<file path="config.mk">
export PLATFORM = sky130hd
export DESIGN_NAME = ltc_decoder
export DESIGN_NICKNAME = d
export VERILOG_FILES = /design/src/rtl/ltc_decoder.sv
export SDC_FILE = /design/constraint.sdc
export NUM_CORES = 1
export LEC_CHECK = 0
export ABC_AREA = 0
export CORE_AREA = 2 2 107 109
export CTS_CLUSTER_SIZE = 40
export DETAILED_ROUTE_END_ITERATION = 8
export DIE_AREA = 0 0 109 111
export PLACE_DENSITY = 0.74
export SLEW_MARGIN = 20
export SYNTH_ARGS = -nofsm -noshare
export SYNTH_HDL_FRONTEND = slang
export SYNTH_SLANG_ARGS = --single-unit
</file>
<file path="constraint.sdc">
create_clock -name clk -period 4.6 [get_ports clk]
set_input_delay 0.69 -clock clk [delete_from_list [all_inputs] [get_ports clk]]
set_output_delay 0.69 -clock clk [all_outputs]
set_load 0.01 [all_outputs]
</file>
<file path="src/rtl/ltc_decoder.sv">
// SMPTE LTC biphase-mark decoder: recovers the 80-bit frame, publishes BCD time fields.
// Optional frame parity check is built only when LTC_PARITY_EN is defined.
module ltc_decoder #(
  parameter int MIN_PULSE = 1000,
  parameter int THRESH    = 4000,
  parameter int TIMEOUT   = 8000
) (
  input  logic       clk,
  input  logic       reset,
  input  logic       ltc_in,
  output logic [3:0] frm_u,
  output logic [1:0] frm_d,
  output logic [3:0] sec_u,
  output logic [2:0] sec_d,
  output logic [3:0] min_u,
  output logic [2:0] min_d,
  output logic [3:0] hrs_u,
  output logic [1:0] hrs_d,
  output logic       drop_frame,
  output logic       color_frame,
  output logic       frame_valid,
  output logic       locked,
  output logic       parity_err
);

  localparam logic [0:0]  ST_HUNT     = 1'b0;
  localparam logic [0:0]  ST_SYNCED   = 1'b1;
  localparam logic [12:0] MIN_CNT     = 13'(MIN_PULSE);
  localparam logic [12:0] THRESH_CNT  = 13'(THRESH);
  localparam logic [12:0] TIMEOUT_CNT = 13'(TIMEOUT);
  localparam logic [15:0] SYNC_WORD   = 16'h3FFD;
  localparam logic [6:0]  FRAME_BITS  = 7'd80;
  localparam logic [6:0]  BITS_MAX    = 7'd127;

  logic        sync1, sync2, sync3, edge_q;
  logic [12:0] interval;
  logic        half_pending;
  logic [79:0] sr;
  logic        shift_q;
  logic [6:0]  bits_since;
  logic [0:0]  state;

  logic is_glitch, is_full, timeout_hit, decode_err;
  logic bit_valid, bit_val, sync_match, good_frame, load_frame;
  logic parity_odd;

  // NOTE: sequential state uses non-blocking assignments so every flop samples pre-edge values.
  always_ff @(posedge clk or posedge reset) begin
    if (reset) begin
      sync1  <= 1'b0;
      sync2  <= 1'b0;
      sync3  <= 1'b0;
      edge_q <= 1'b0;
    end else begin
      sync1  <= ltc_in;
      sync2  <= sync1;
      sync3  <= sync2;
      edge_q <= sync2 ^ sync3;
    end
  end

  always_comb begin
    // NOTE: every combinational output is assigned unconditionally so no latch is inferred.
    is_glitch   = interval < MIN_CNT;
    is_full     = interval >= THRESH_CNT;
    timeout_hit = !edge_q && (interval == TIMEOUT_CNT);
    decode_err  = (edge_q && (is_glitch || (is_full && half_pending))) || timeout_hit;
    // A full cell is shifted even on a framing error so a sync word right after it is not lost.
    bit_valid   = edge_q && !is_glitch && (is_full || half_pending);
    bit_val     = !is_full;
    sync_match  = shift_q && (sr[15:0] == SYNC_WORD);
    good_frame  = !decode_err && (state == ST_SYNCED) && sync_match &&
                  (bits_since == FRAME_BITS);
    load_frame  = good_frame && !parity_odd;
  end

  always_ff @(posedge clk or posedge reset) begin
    if (reset) begin
      interval <= '0;
    end else if (edge_q) begin
      interval <= '0;
    end else if (interval != TIMEOUT_CNT) begin
      interval <= interval + 13'd1;
    end
  end

  always_ff @(posedge clk or posedge reset) begin
    if (reset) begin
      half_pending <= 1'b0;
      sr           <= '0;
      shift_q      <= 1'b0;
    end else begin
      shift_q <= bit_valid;
      if (bit_valid) begin
        sr <= {sr[78:0], bit_val};
      end
      if (decode_err) begin
        half_pending <= 1'b0;
      end else if (edge_q && !is_full) begin
        half_pending <= !half_pending;
      end
    end
  end

  always_ff @(posedge clk or posedge reset) begin
    if (reset) begin
      state       <= ST_HUNT;
      bits_since  <= '0;
      locked      <= 1'b0;
      frame_valid <= 1'b0;
    end else begin
      frame_valid <= 1'b0;
      if (bit_valid && (bits_since != BITS_MAX)) begin
        bits_since <= bits_since + 7'd1;
      end
      if (decode_err) begin
        state  <= ST_HUNT;
        locked <= 1'b0;
      end else if (state == ST_HUNT) begin
        if (sync_match) begin
          bits_since <= '0;
          state      <= ST_SYNCED;
        end
      end else if (sync_match) begin
        bits_since <= '0;
        if (bits_since != FRAME_BITS) begin
          state  <= ST_HUNT;
          locked <= 1'b0;
        end else if (load_frame) begin
          locked      <= 1'b1;
          frame_valid <= 1'b1;
        end
      end else if (bits_since > FRAME_BITS) begin
        state  <= ST_HUNT;
        locked <= 1'b0;
      end
    end
  end

  // LTC bit k sits at sr[79-k]; each field is reassembled LSB-first.
  always_ff @(posedge clk or posedge reset) begin
    if (reset) begin
      frm_u       <= '0;
      frm_d       <= '0;
      sec_u       <= '0;
      sec_d       <= '0;
      min_u       <= '0;
      min_d       <= '0;
      hrs_u       <= '0;
      hrs_d       <= '0;
      drop_frame  <= 1'b0;
      color_frame <= 1'b0;
    end else if (load_frame) begin
      frm_u       <= {sr[76], sr[77], sr[78], sr[79]};
      frm_d       <= {sr[70], sr[71]};
      drop_frame  <= sr[69];
      color_frame <= sr[68];
      sec_u       <= {sr[60], sr[61], sr[62], sr[63]};
      sec_d       <= {sr[53], sr[54], sr[55]};
      min_u       <= {sr[44], sr[45], sr[46], sr[47]};
      min_d       <= {sr[37], sr[38], sr[39]};
      hrs_u       <= {sr[28], sr[29], sr[30], sr[31]};
      hrs_d       <= {sr[22], sr[23]};
    end
  end

`ifdef LTC_PARITY_EN
  assign parity_odd = ^sr;

  always_ff @(posedge clk or posedge reset) begin
    if (reset) begin
      parity_err <= 1'b0;
    end else begin
      parity_err <= good_frame && parity_odd;
    end
  end
`else
  assign parity_odd = 1'b0;
  assign parity_err = 1'b0;
`endif

endmodule

</file>
---- Word level (Yosys, flattened, before mapping) ----
Index checks and enable logic that the tools add are counted.
W data, S select, Z words.
storage, ports and cells
  bits in registers ....................... 137
cells by class
  add/sub/neg operators ................... 2
  magnitude comparators ................... 3
  equal/unequal tests ..................... 7
  muxes and demuxes ....................... 24
  bitwise operators ....................... 1
  reduce and logical (&&, ||, !) cells .... 24
operator list
  operator                 number
  $mux W13                 2
  $mux W7                  3
  $mux W1                  19
  $eq A16 B14 Y1 const B   1
  $ne A7 B7 Y1 const B     2
  $add A13 B1 Y13 const B  1
  $eq A13 B13 Y1 const B   1
  $ge A13 B12 Y1 const B   1
  $lt A13 B10 Y1 const B   1
  $ne A13 B13 Y1 const B   1
  $logic_and A1 B1 Y1      11
  $add A7 B1 Y7 const B    1
  $eq A7 B7 Y1 const B     1
  $gt A7 B7 Y1 const B     1
  $reduce_bool A2 Y1       3
  $logic_not A1 Y1         5
  $ne A4 B2 Y1 const B     1
  $logic_or A1 B1 Y1       3
  $reduce_and A3 Y1        1
  $reduce_bool A3 Y1       1
  $xor A1 B1 Y1            1

---- Depth between registers and ports, before layout ----
  depth in word-level cells ............... 14
  mapped depth ............................ 10

---- Worst setup path after synthesis ----
Ideal clock, no wire load.
  path type ............................... reg2reg
  start point ............................. reg interval[2]
  end point ............................... reg color_frame
  data arrival time ....................... 2.324 ns
  path slack .............................. 2.151 ns
  cell stages (with the launch flop) ...... 9
  period minus slack after synthesis ...... 2.449 ns
  cell sequence ........................... dfrtp_1 -> or4_1 -> or3_1 -> buf_6 -> a32oi_4 -> or3_1 -> buf_6 -> buf_12 -> mux2_4
between the ends
  word-level cells in the longest chain between the ends .. 9
ends and longest elaborated chain
  item                                   line  text
  start: declaration                     36    logic [12:0] interval;
  start signal: assignment               83    interval <= interval + 13'd1;
  $ge A13 B12 Y1                         65    is_full = interval >= THRESH_CNT;
  $logic_and A1 B1 Y1                    67    decode_err = (edge_q && (is_glitch || (is_full && half_pending))) || timeout_hit;
  $logic_or A1 B1 Y1                     67
  $logic_and A1 B1 Y1                    67
  $logic_or A1 B1 Y1 (*)                 67
  $logic_not A1 Y1 (*)                   72    good_frame = !decode_err && (state == ST_SYNCED) && sync_match &&
  $logic_and A1 B1 Y1 (*) (3 in series)  72
  end signal: assignment                 157   color_frame <= sr[68];
  end: declaration                       20    output logic color_frame,
Every way passes the cells marked *; elsewhere a longest branch is shown, timed or not.
A chain may end at the register's enable or synchronous reset.

---- Worst setup path after layout ----
  start point ............................. reg interval[2]
  end point ............................... reg sec_d[2]
between the ends
  word-level cells in the longest chain between the ends .. 9
ends and longest elaborated chain
  item                                   line  text
  $ge A13 B12 Y1                         65
  $logic_and A1 B1 Y1                    67
  $logic_or A1 B1 Y1                     67
  $logic_and A1 B1 Y1                    67
  $logic_or A1 B1 Y1 (*)                 67
  $logic_not A1 Y1 (*)                   72
  $logic_and A1 B1 Y1 (*) (3 in series)  72
  end signal: assignment                 159   sec_d <= {sr[53], sr[54], sr[55]};
  end: declaration                       14    output logic [2:0] sec_d,
Marks and branches as above.

==> results.cfg <==
[sta]
finalHoldViolCount = 0
grt_setup_unrepaired = no
setup_viol = 0
relSlewSlack_pct = 39.0
fin_skew_ns = 0.0178
fin_setup_tns_ns = 0
min_period_ns = 3.08
max_freq_mhz = 325
final.setup.worst_slack_ns = 1.52
finalMaxSlewViolations = 0
worst_pin_slew_ns = 0.915
min_period_over_period_pct = 66.9

[placed_design]
dp_slack_ns = 1.56
dp_hpwl_um = 6080
routabilityCongestion = 0.759
port_buffers = 32
placed_area_um2 = 6040

[setup_path]
startpoint_type = register
worstPathRequired_ns = 4.90
path_max_fanout = 28
r2r_setup_slack_ns = 1.52
cp_slowest_stage_delay_ns = 0.79
cp_cell_sequence = or4_1 > or3_1 > a32oi_4 > or3_2 > mux2_2
reg2reg_depth = 5
cp_slowest_cell = or3_2
arrival_ns = 3.38
endpoint_kind = register
setup.worst_path.class = register to register

[clock_network]
hold_buffers = 0
clk_latency_ns = 0.43
cts_setup_buffers = 0
clock_path_buffers = 2
root_buffer = clkbuf_16
clk_pin_slew_worst_paths_ns = 0.06
cts_tree = done
htree_levels = 4
post_cts_resized = 0
clock-sinks = 137
numCtsBuffers = 17

[power]
ir_drop_uv = 286
finalPower_mw = 2.60
p_leak_nw = 3.41
p_per_area_nw_per_um2 = 392

[yosys]
ys_ff_latch = 137
async_flop_share_pct = 100
synth_area_um2 = 5640
ys.warnings.count = 0
postSynthCellCount = 525
yosysUniqueCellTypes = 43
synth-seq-area-share_pct = 60.8
synth-main-ff-cell = dfrtp_1
synth_edf_count = 0
synth.avg_cell_area_um2 = 10.7
syn_nets = 532

[drt]
wirelength_um = 10000
drtIter0Drc = 266
wl_per_cell_um = 14.0
drt_pass1_iterations = 4
top_layer = met4
viasPerCell = 5.15
wl_met1_um = 4610
dr_total_vias = 3670
post-route-drc-count = 0
antenna_left = 0
met3_length_um = 279
wl_met2_um = 4990

[flow_run]
maxCapViolations = 0

[hold_path]
min_path_cells = 0
hp-class = register to register

[cells_and_area]
final_common_cell = nand2_1
nFillCells = 862
stdcell_area_um2 = 6620
nets = 565
regArea_um2 = 3430
drive_gt1_share_pct = 15.3
n_antenna_cell = 0
most-common-layout-cells = nand2_1 (200), dfrtp_1 (137), clkdlybuf4s50_1 (32)
fin_util_pct = 59.7
syn_to_final_growth_pct = 17.3
multiInputGateArea_um2 = 2050

[floorplan]
die_area_um2 = 12100
ios = 34
initial_utilization_pct = 50.9
die_y_um = 111
rows = 39
die_w_um = 109
core_area_um2 = 11100

[outcome]
status = finished clean

[grt]
grt_usage_pct = 18.4
antenna_found_initial = 0
grt_max_degree = 92
grt_pass1_vias = 3680
globalRouteOverflowTotal = 0
grt_pass1_wl_um = 17300
==> cell usage after synthesis (2+ instances only) <==
master	number	share of area, %
a21oi_1	9	0.80
a41oi_1	2	0.31
buf_1	5	0.33
buf_12	2	0.71
buf_6	2	0.40
clkbuf_1	12	0.80
dfrtp_1	137	61
ha_1	4	0.89
inv_1	8	0.53
mux2_2	24	4.8
mux2_4	20	5.3
nand2_1	201	13
nand2b_1	3	0.33
nand3_1	9	0.80
nand4_1	6	0.67
nor2_1	28	1.9
nor3_1	7	0.62
o21ai_0	5	0.44
or3_1	5	0.55
xnor2_1	8	1.2
xor2_1	6	0.93
==> report_power, final <==
group	leakage (nW)	switching (mW)	internal, mW	total (mW)
sequential	1.90	0.0128	1.21	1.23
combinational	1.23	0.0372	0.0142	0.0515
clock	0.281	0.518	0.800	1.32
total	3.41	0.568	2.03	2.60
==> cell families after synthesis <==
logic type	share of synthesized area (%)
compound gates	3.24
buf+inv	2.97
fa+ha+maj	0.887
other cells	0.0665
flops	60.8
simple gates	19.6
xor+xnor	2.17
mux	10.3
==> routing by layer <==
layer  vias up  GRT usage, %
li1       1772             -
met1      1838          24.3
met4         0          6.07
met3        10          6.06
met5         -             0
met2        50          28.5
==> flip-flops by register name, summed over array words and instances, names as in the netlist, 3 cells and up <==
register and count:
bits_since 7, frm_u 4, hrs_u 4, interval 13, min_d 3, min_u 4, sec_d 3, sec_u 4
sr 80
==> stage by stage <==
step	std cells	hold WS, ns
after floorplan	525	0.331
after global placement	682	0.335
after detailed placement	682	0.343
after CTS	713	0.356
after global routing	713	0.368
final	713	0.354
==> worst paths after layout <==
| check | end | startpoint |
|---|---|---|
| hold reg to reg | sync2 | sync1 |
| max in group asynchronous | sr[50] | reset |
| min in group asynchronous | sr[8] | reset |
| hold / removal | sync2 | sync1 |
| setup reg to reg | sec_d[2] | interval[2] |
| setup / recovery | sec_d[2] | interval[2] |
==> critical path, delay by kind of cell (launching register included) <==
family | cells | cell delay, ns
simple gates | 3 | 1.81
compound gates | 1 | 0.28
mux | 1 | 0.42
flops | 1 | 0.44
==> final cells by class <==
class | count | share of cell area (%)
flip-flops and latches | 137 | 51.8
multi-input cells | 357 | 31.0
clock inverters | 13 | 2.17
well taps | 143 | 2.70
inverters | 9 | 0.586
repair buffers | 36 | 5.29
clock buffers | 18 | 6.49
Power figures use the tool's default switching activity.
